$ cat config.mk
export PLATFORM = sky130hd
export DESIGN_NAME = gray_to_binary
export DESIGN_NICKNAME = d
export VERILOG_FILES = /design/src/rtl/gray_pkg.sv /design/src/rtl/gray_to_binary_prefix_xor.sv /design/src/rtl/gray_to_binary.sv
export SDC_FILE = /design/constraint.sdc
export NUM_CORES = 1
export LEC_CHECK = 0
export ABC_AREA = 1
export CORE_AREA = 2 2 39 41
export CTS_CLUSTER_SIZE = 14
export DETAILED_ROUTE_END_ITERATION = 10
export DIE_AREA = 0 0 41 43
export GPL_TIMING_DRIVEN = 1
export MAX_ROUTING_LAYER = met4
export SYNTH_ARGS = -nofsm -noshare
export SYNTH_HDL_FRONTEND = slang
export SYNTH_HIERARCHICAL = 1
export SYNTH_SLANG_ARGS = --single-unit
$ cat constraint.sdc
create_clock -name clk -period 0.9 [get_ports clk]
set_input_delay 0.18 -clock clk [delete_from_list [all_inputs] [get_ports clk]]
set_output_delay 0.18 -clock clk [all_outputs]
set_load 0.01 [all_outputs]
$ cat src/rtl/gray_pkg.sv
// Shared constants and reference functions for the Gray-to-binary converter.
// gray2bin is a behavioural reference model; popcount backs the optional step check.
package gray_pkg;

    localparam int GRAY_DEFAULT_WIDTH = 4;

    // Only bits below 'width' are used. The MSB-down running XOR is the binary value.
    function automatic logic [63:0] gray2bin(input logic [63:0] gray, input int width);
        logic [63:0] bin;
        logic        acc;
        bin = '0;
        acc = 1'b0;
        for (int i = 63; i >= 0; i--) begin
            if (i < width) begin
                acc    = acc ^ gray[i];
                bin[i] = acc;
            end
        end
        return bin;
    endfunction

    function automatic logic [6:0] popcount(input logic [63:0] value);
        logic [6:0] count;
        count = '0;
        for (int i = 0; i < 64; i++) begin
            count = count + 7'(value[i]);
        end
        return count;
    endfunction

endpackage

$ cat src/rtl/gray_to_binary_prefix_xor.sv
// Combinational MSB-down XOR prefix: bin[i] is the XOR of gray[WIDTH-1:i].
// Each bit is an independent reduction, so there is no bit-to-bit chain.
module gray_prefix_xor #(
    parameter int WIDTH = 4
) (
    input  logic [WIDTH-1:0] gray,
    output logic [WIDTH-1:0] bin
);

    for (genvar gi = 0; gi < WIDTH; gi++) begin : g_bit
        assign bin[gi] = ^gray[WIDTH-1:gi];
    end

endmodule

$ cat src/rtl/gray_to_binary.sv
// Registered Gray-to-binary converter, one cycle of latency, one word per cycle.
// Optional Gray step checker (step_err output) enabled by GRAY_TO_BINARY_STEP_CHECK_EN.
module gray_to_binary
    import gray_pkg::*;
#(
    parameter int WIDTH = GRAY_DEFAULT_WIDTH
) (
    input  logic             clk,
    input  logic             rst_n,
    input  logic             in_valid,
    input  logic [WIDTH-1:0] gray,
    output logic             out_valid,
    output logic [WIDTH-1:0] bin
`ifdef GRAY_TO_BINARY_STEP_CHECK_EN
    ,
    output logic             step_err
`endif
);

    logic [WIDTH-1:0] conv;
    logic             out_valid_reg;
    logic             out_valid_next;
    logic [WIDTH-1:0] bin_reg;
    logic [WIDTH-1:0] bin_next;

    gray_prefix_xor #(
        .WIDTH(WIDTH)
    ) u_prefix (
        .gray(gray),
        .bin (conv)
    );

    // The mux keeps an unqualified (possibly X) gray word away from bin.
    always_comb begin
        out_valid_next = in_valid;
        bin_next       = bin_reg;
        if (in_valid) begin
            bin_next = conv;
        end
    end

    always_ff @(posedge clk) begin
        if (!rst_n) begin
            out_valid_reg <= 1'b0;
            bin_reg       <= '0;
        end else begin
            out_valid_reg <= out_valid_next;
            bin_reg       <= bin_next;
        end
    end

    assign out_valid = out_valid_reg;
    assign bin       = bin_reg;

`ifdef GRAY_TO_BINARY_STEP_CHECK_EN
    logic [WIDTH-1:0] prev_gray_reg;
    logic [WIDTH-1:0] prev_gray_next;
    logic             history_reg;
    logic             history_next;
    logic             step_err_reg;
    logic             step_err_next;
    logic [6:0]       diff_count;

    // A legal Gray step changes at most one bit; repeating a word is allowed.
    always_comb begin
        diff_count     = popcount(64'(gray ^ prev_gray_reg));
        step_err_next  = 1'b0;
        prev_gray_next = prev_gray_reg;
        history_next   = history_reg;
        if (in_valid) begin
            step_err_next  = history_reg && (diff_count > 7'd1);
            prev_gray_next = gray;
            history_next   = 1'b1;
        end
    end

    always_ff @(posedge clk) begin
        if (!rst_n) begin
            prev_gray_reg <= '0;
            history_reg   <= 1'b0;
            step_err_reg  <= 1'b0;
        end else begin
            prev_gray_reg <= prev_gray_next;
            history_reg   <= history_next;
            step_err_reg  <= step_err_next;
        end
    end

    assign step_err = step_err_reg;
`endif

endmodule

# [After elaboration in Yosys (flattened, before gate mapping)]
# Index checks and enable logic that the tools add are counted.
[totals] reg_bits=5 latchBits=0 ramBits=0 mem_bits_ro=0 input_bits=7 output_inout_bits=5 word_cells=5 mem_count=0
[classes] addsub=0 n_mul=0 div=0 magnitude_cmp=0 n_eq_ne=0 shifts=0 muxes=0 bitwise_logic=0 reduce_logical=3
[op_table] operator="parity 4 bit" count=1
[op_table] operator="parity 3 bit" count=1
[op_table] operator="parity 2 bit" count=1

# [Logic depth before layout (Yosys ltp)]
# Gate-level depths: netlist of run 1.
[depth] ltp_word=1 depth_mapped=9 ltp_nobuf=9

# [Hierarchy]
# The synthesis of run 1 kept the hierarchy.
[by_module_without_submodules] module="gray_to_binary" n_inst=1 cells_each=28 area_per_inst_um2=203.9 seq_area_each_um2=100.1
[by_module_without_submodules] module="gray_prefix_xor" n_inst=1 cells_each=21 area_per_inst_um2=90.1 seq_area_each_um2=0.0

# [Worst setup path before layout of run 1]
# No wires, ideal clock.
[synth_path] kind="input port to flip-flop" start="in gray[2]" end="reg bin_reg[1], in the netlist bin[1]" setup_time_ns=0.114 t_arrival_ns=0.577 required_ns=0.786 path_slack_ns=0.209 stages=9 n_path_buf=0 cell_sequence="inv_1 nand2_1 nand2_2 nand2_1 nand2_1 inv_1 nand2_1 nand2_1 nor2_2"
[synth_between] elab_chain_cells=1
[synth_rtl] item="start: declaration" line="gray_to_binary.sv:11" source="input logic [WIDTH-1:0] gray,"
[synth_rtl] item="parity 3 bit" line="gray_to_binary_prefix_xor.sv:11" source="assign bin[gi] = ^gray[WIDTH-1:gi];"
[synth_rtl] item="via conv[1]" line="gray_to_binary.sv:20" source="logic [WIDTH-1:0] conv;"
[synth_rtl] item="end signal: assignment" line="gray_to_binary.sv:48" source="bin_reg <= bin_next;"
[synth_rtl] item="end: declaration" line="gray_to_binary.sv:23" source="logic [WIDTH-1:0] bin_reg;"
# The timed path passes the listed nets, and every way through them passes these cells.
# A chain may end at the register's enable or synchronous reset.

# [Final worst setup path of run 1]
[layout_path] start="reg bin_reg[2], in the netlist bin[2]" end="out bin[2]"
[layout_rtl] item="end: declaration" line="gray_to_binary.sv:13" source="output logic [WIDTH-1:0] bin"
# No word-level cell between the ends.

==> results of run 1 <==
## final timing paths
check,to,cells after the start,from
max,bin[2],1,bin[2]
min,bin[3],5,gray[3]
max reg2reg,bin[1],3,bin[1]
min reg2reg,bin[3],2,bin[3]
## layout make-up
| cell class | instances | area, um^2 |
|---|---|---|
| Multi-Input combinational cell | 33 | 141 |
| Inverter | 9 | 33.8 |
| Fill cell | 165 | 962 |
| Sequential cell | 5 | 104 |
| Timing Repair Buffer | 13 | 96.3 |
| Tap cell | 16 | 20.0 |
| Clock buffer | 4 | 26.3 |
## cells in the mapped netlist (all sizes together)
cell / n / area [um^2]
inv: 9 / 33.8
nor2: 8 / 32.5
buf: 2 / 18.8
dfxtp: 5 / 100
nand2: 24 / 100
xnor2: 1 / 8.76
## tightest hold or removal path: cells and delay by family
kind / cells / cell delay [ns]
buffers and inverters: 2 / 0.29
and+or+nand+nor: 3 / 0.12
## layer usage
| layer | part of all wire [%] | wire length (um) |
|---|---|---|
| met1 | 44 | 209 |
| met2 | 47 | 224 |
| met3 | 9.2 | 44 |
| met4 | 0 | 0 |
| met5 | 0 | 0 |
## through the flow
step / TNS, ns / instance area [um^2] / hold WS (ns) / utilization, % / power (mW)
after global placement: -1.80 / 420 / 0.463 / 30.4 / 0.400
after detailed placement: -1.90 / 420 / 0.466 / 30.4 / 0.402
after floorplan: 0 / 294 / 0.278 / - / 0.331
final: 0 / 422 / 0.389 / 30.5 / 0.621
after CTS: 0 / 417 / 0.440 / 30.1 / 0.636
after global routing: 0 / 422 / 0.435 / 30.5 / 0.676
## cell families (layout without fill, tap and decap cells)
| family | Yosys count | in the layout | synth area share (%) |
|---|---|---|---|
| AND/OR/NAND/NOR | 32 | 32 | 45.1 |
| buffers and inverters | 11 | 26 | 17.9 |
| flip-flops | 5 | 5 | 34.0 |
| XOR/XNOR | 1 | 1 | 2.98 |
## power by group through the flow
stage / combinational [mW] / clock [mW] / sequential (mW)
2_1_floorplan: 0.0742 / 0 / 0.256
3_3_place_gp: 0.151 / 0 / 0.249
3_5_place_dp: 0.153 / 0 / 0.249
4_1_cts: 0.134 / 0.258 / 0.245
5_1_grt: 0.152 / 0.276 / 0.248
6_report: 0.131 / 0.244 / 0.246
## what timing repair did
action                                  in CTS  in global routing
endpoints found under the setup margin       8                  4
gates resized for setup                     24                  4
hold buffers                                 0                  0
pin swaps                                    0                  1
setup buffers                                0                  0
==> metrics, run 1 <==
CTS tree built; crit path DAT approximately 0.69 ns; Final period util 96.3%; DR WL/cell between 5 and 6 um; worst-case vdd ir drop 361 uV; Clock Tree Root clkbuf_4; CP delay by family, top flip-flops; die height around 43 um; Antenna Diode Count 0; Final Skew 0 ns; max reg flops 4; die area about 1800 um^2; clock power share approximately two fifths; M1 GR Usage 8.95%; number of global-route vias before repair ~230; core area around 1400 um^2; FMAX 1.15 GHz; Critical Path RT about 0.72 ns; max incr delay on CP between 0.3 and 0.4 ns; crit-path cells buf_2; crit path time final around 0.87 ns; Crit. End Element output port; GP Congestion approximately 0.7; Worst-path clk slew about 0.04 ns; post-synthesis cell area 294 um^2; Row Count 14; RSZ-0062 raised after global routing false; leakage power between 0.2 and 0.3 nW; Vias/cell roughly 3.8; WL final about 480 um; initial core utilization between 20% and 30%; CP Max Fanout 2; critical path launch point type register; Flop pwr share between 30% and 40%; Nets around 70; share of cells above drive strength 1 between 20 and 30%; Worst-Skew Late Latency 0.23 ns; Least-Margin Pin Slew approximately 0.18 ns; initial antenna violation count 0; IO Port Bufs 11; cell count after synthesis a little under 50; largest net degree at the start of global routing 10; R2R setup slack around 0.20 ns; total grt overflow 0; GRT Max-Usage Layer met1; TritonRoute pass-1 iters 4; io pins 12; post-place setup slack -0.402 ns; Clock Sinks 5; Critical-path top delay cell dfxtp_1; Area Growth Syn to Fin 43.4%; Synth Net Count between 50 and 60; placed insts 76; most common cell after layout, fill and taps aside nand2_1; first-iteration detailed-routing DRC count 3; Clock Tree Buf Depth 2; detailed-route via count 306; GRT Overall Usage between 6 and 7%; slew margin rel. 88.2%; Syn Area/Cell roughly 6 um^2; TritonCTS Buffers 3; Net Sw Power around 0.15 mW; final antenna-violating net count 0; H-tree Lvls 1; Pint ~0.47 mW; status complete, no violations; Worst Hold Class in2reg; Remaining DRCs 0; MaxCap Viol Count 0; met3 Resource Use GR about 1.6%; Final Hold Fails 0; ratio of total power to cell area about 1500 nW/um^2; Die X between 40 and 50 um; first-pass GRT wire length between 800 and 900 um; Buf/Inv on CP 1; most frequent cells in the layout 20 x nand2_1, 9 x inv_1, 7 x nor2_1; CP Class reg2out; yosys warns 6; Sw Share about 24%; met2 Use GR 8.75%; Unique masters post-synth 9; Pins Over Slew Limit 0; Final Worst Setup Slack about 0.033 ns; setup violators final 0; synthesis-stage register bit count 5; Comb power frac a little over a fifth; final cell count without fillers 80; sequential area share after synthesis between 30% and 40%; DP HPWL around 400 um
(Power assumes the default switching activity.)
==> run 2, diff against run 1 <==
--- a/config.mk
+++ b/config.mk
@@ -10,6 +10,7 @@
 export CTS_CLUSTER_SIZE = 14
 export DETAILED_ROUTE_END_ITERATION = 10
 export DIE_AREA = 0 0 41 43
+export DONT_BUFFER_PORTS = 1
 export GPL_TIMING_DRIVEN = 1
 export MAX_ROUTING_LAYER = met4
 export SYNTH_ARGS = -nofsm -noshare
==> run 2 against run 1 <==
Total power is 5.9% lower. Count of clock-buffer cells in the layout unchanged. Global-route usage is 0.43 points higher. Worst hold slack got worse by 0.36 ns. Cell count shrank 16%. Cell area fell by 24%. Largest cell class unchanged. Highest routed layer is now met4.
==> metrics, run 2 (same netlist as run 1, synthesis figures left out) <==
status complete, no violations; Antenna Diode Count 0 (unchanged); Worst Hold Class in2reg; first-iteration detailed-routing DRC count 2 (-1); final antenna-violating net count 0 (unchanged); fin util 23.2% (-7.2 points); DR WL/cell 7.04 um (+18%); Die X 41 um (unchanged); crit path time final 0.805 ns (-0.0617 ns); Pwr Total 0.585 mW (-5.9%); WL final 472 um (-1.0%); post-cts sizing count 0 (-100%); core area 1380 um^2 (unchanged); placed insts 63 (-17%); TritonRoute pass-1 iters 2 (-2); final cell count without fillers 67 (-16%); GP Congestion 0.650 (-9.0%); RSZ-0062 raised after global routing false; die area 1760 um^2 (unchanged); fin area 322 um^2 (-24%); CP Class reg2out; Final period util 89.4% (-6.9 points); Final Skew 0 ns (unchanged); number of global-route vias before repair 201 (-11%); FMAX 1.24 GHz (+7.7%); worst hold slack 0.0332 ns (-0.356 ns); DP Area 295 um^2 (-30%); MaxCap Viol Count 0 (unchanged); ratio of total power to cell area 1820 nW/um^2 (+23%); largest net degree at the start of global routing 10 (unchanged); Post-CTS Setup Bufs 0 (unchanged); Critical Path RT 0.72 ns (about the same); setup violators final 0 (unchanged); detailed-route via count 251 (-18%); post-place setup slack 0.170 ns (+0.572 ns); TritonCTS Buffers 3 (unchanged); Least-Margin Pin Slew 0.155 ns (-0.0215 ns); initial core utilization 21.2% (unchanged); crit path DAT 0.62 ns (-0.07 ns); DP HPWL 386 um (-3.1%); Area Growth Syn to Fin 9.36%; Final Worst Setup Slack 0.0951 ns (+0.0617 ns); Remaining DRCs 0 (unchanged); io pins 12 (unchanged); Worst-path clk slew 0.04 ns (about the same); GRT Overall Usage 7.41% (+0.43 points); die height 43 um (unchanged); Nets 59 (-18%); critical path launch point type register; hold-fix buffers at CTS 0 (unchanged); worst-case vdd ir drop 390 uV (+8.0%); Pins Over Slew Limit 0 (unchanged); first-pass GRT wire length 765 um (-6.8%); most common cell after layout, fill and taps aside nand2_1; Row Count 14 (unchanged); total grt overflow 0 (unchanged); share of cells above drive strength 1 15.7% (-12 points); initial antenna violation count 0 (unchanged); Final Hold Fails 0 (unchanged); setup_tns 0 ns (unchanged); CP Max Fanout 2 (unchanged); Clock Sinks 5 (unchanged); most frequent cells in the layout 20 x nand2_1, 9 x inv_1, 7 x nor2_1; leakage power 0.191 nW (-25%); Vias/cell 3.75 (-2.1%); H-tree Lvls 1 (unchanged); Worst-Skew Late Latency 0.24 ns (about the same); Clock Tree Root clkbuf_4; CTS tree built; FILL cells 158 (-4.2%); max reg flops 4 (unchanged); Crit. End Element output port; Clock Tree Buf Depth 2 (unchanged); IO Port Bufs 0 (-11); slew margin rel. 89.7% (+1.5 points)
run 2: cell count changes in the layout (fill, tap and decap cells not counted):
| cell | before | now |
|---|---|---|
| buf_2 | 5 | 0 |
| dfxtp_1 | 2 | 5 |
| dfxtp_2 | 3 | 0 |
| dlygate4sd2_1 | 3 | 0 |
| buf_4 | 2 | 0 |
| clkdlybuf4s50_1 | 2 | 0 |
| clkdlybuf4s15_1 | 1 | 0 |
run 2: power by group:
part	internal, mW	total, mW	switching [mW]
registers	0.238	0.255	0.0170
clock network	0.168	0.262	0.0943
logic	0.0310	0.0676	0.0366
total	0.437	0.585	0.148
run 2: final timing paths:
check | to | startpoint | cells past startpoint | slack (ns)
hold reg to reg | bin[0] | bin[0] | 2 | 0.51
setup reg to reg | bin[1] | bin[1] | 2 | 0.28
setup / recovery | bin[1] | bin[1] | 0 | 0.1
hold / removal | out_valid | in_valid | 2 | 0.03
run 2: layer usage:
metal / global-route usage (%) / share of wire [%] / wire length (um)
met3: 5.24 / 17 / 79
met5: - / 0 / 0
met4: 10.0 / 3.0 / 14
met2: 6.56 / 41 / 195
met1: 8.36 / 39 / 183
run 2: area by class of cell:
type / count / area (um^2) / area share, %
inverters: 9 / 33.8 / 10.5
flip-flops and latches: 5 / 100 / 31.1
clock buffers: 4 / 26.3 / 8.17
well taps: 16 / 20.0 / 6.23
multi-input cells: 33 / 141 / 44.0
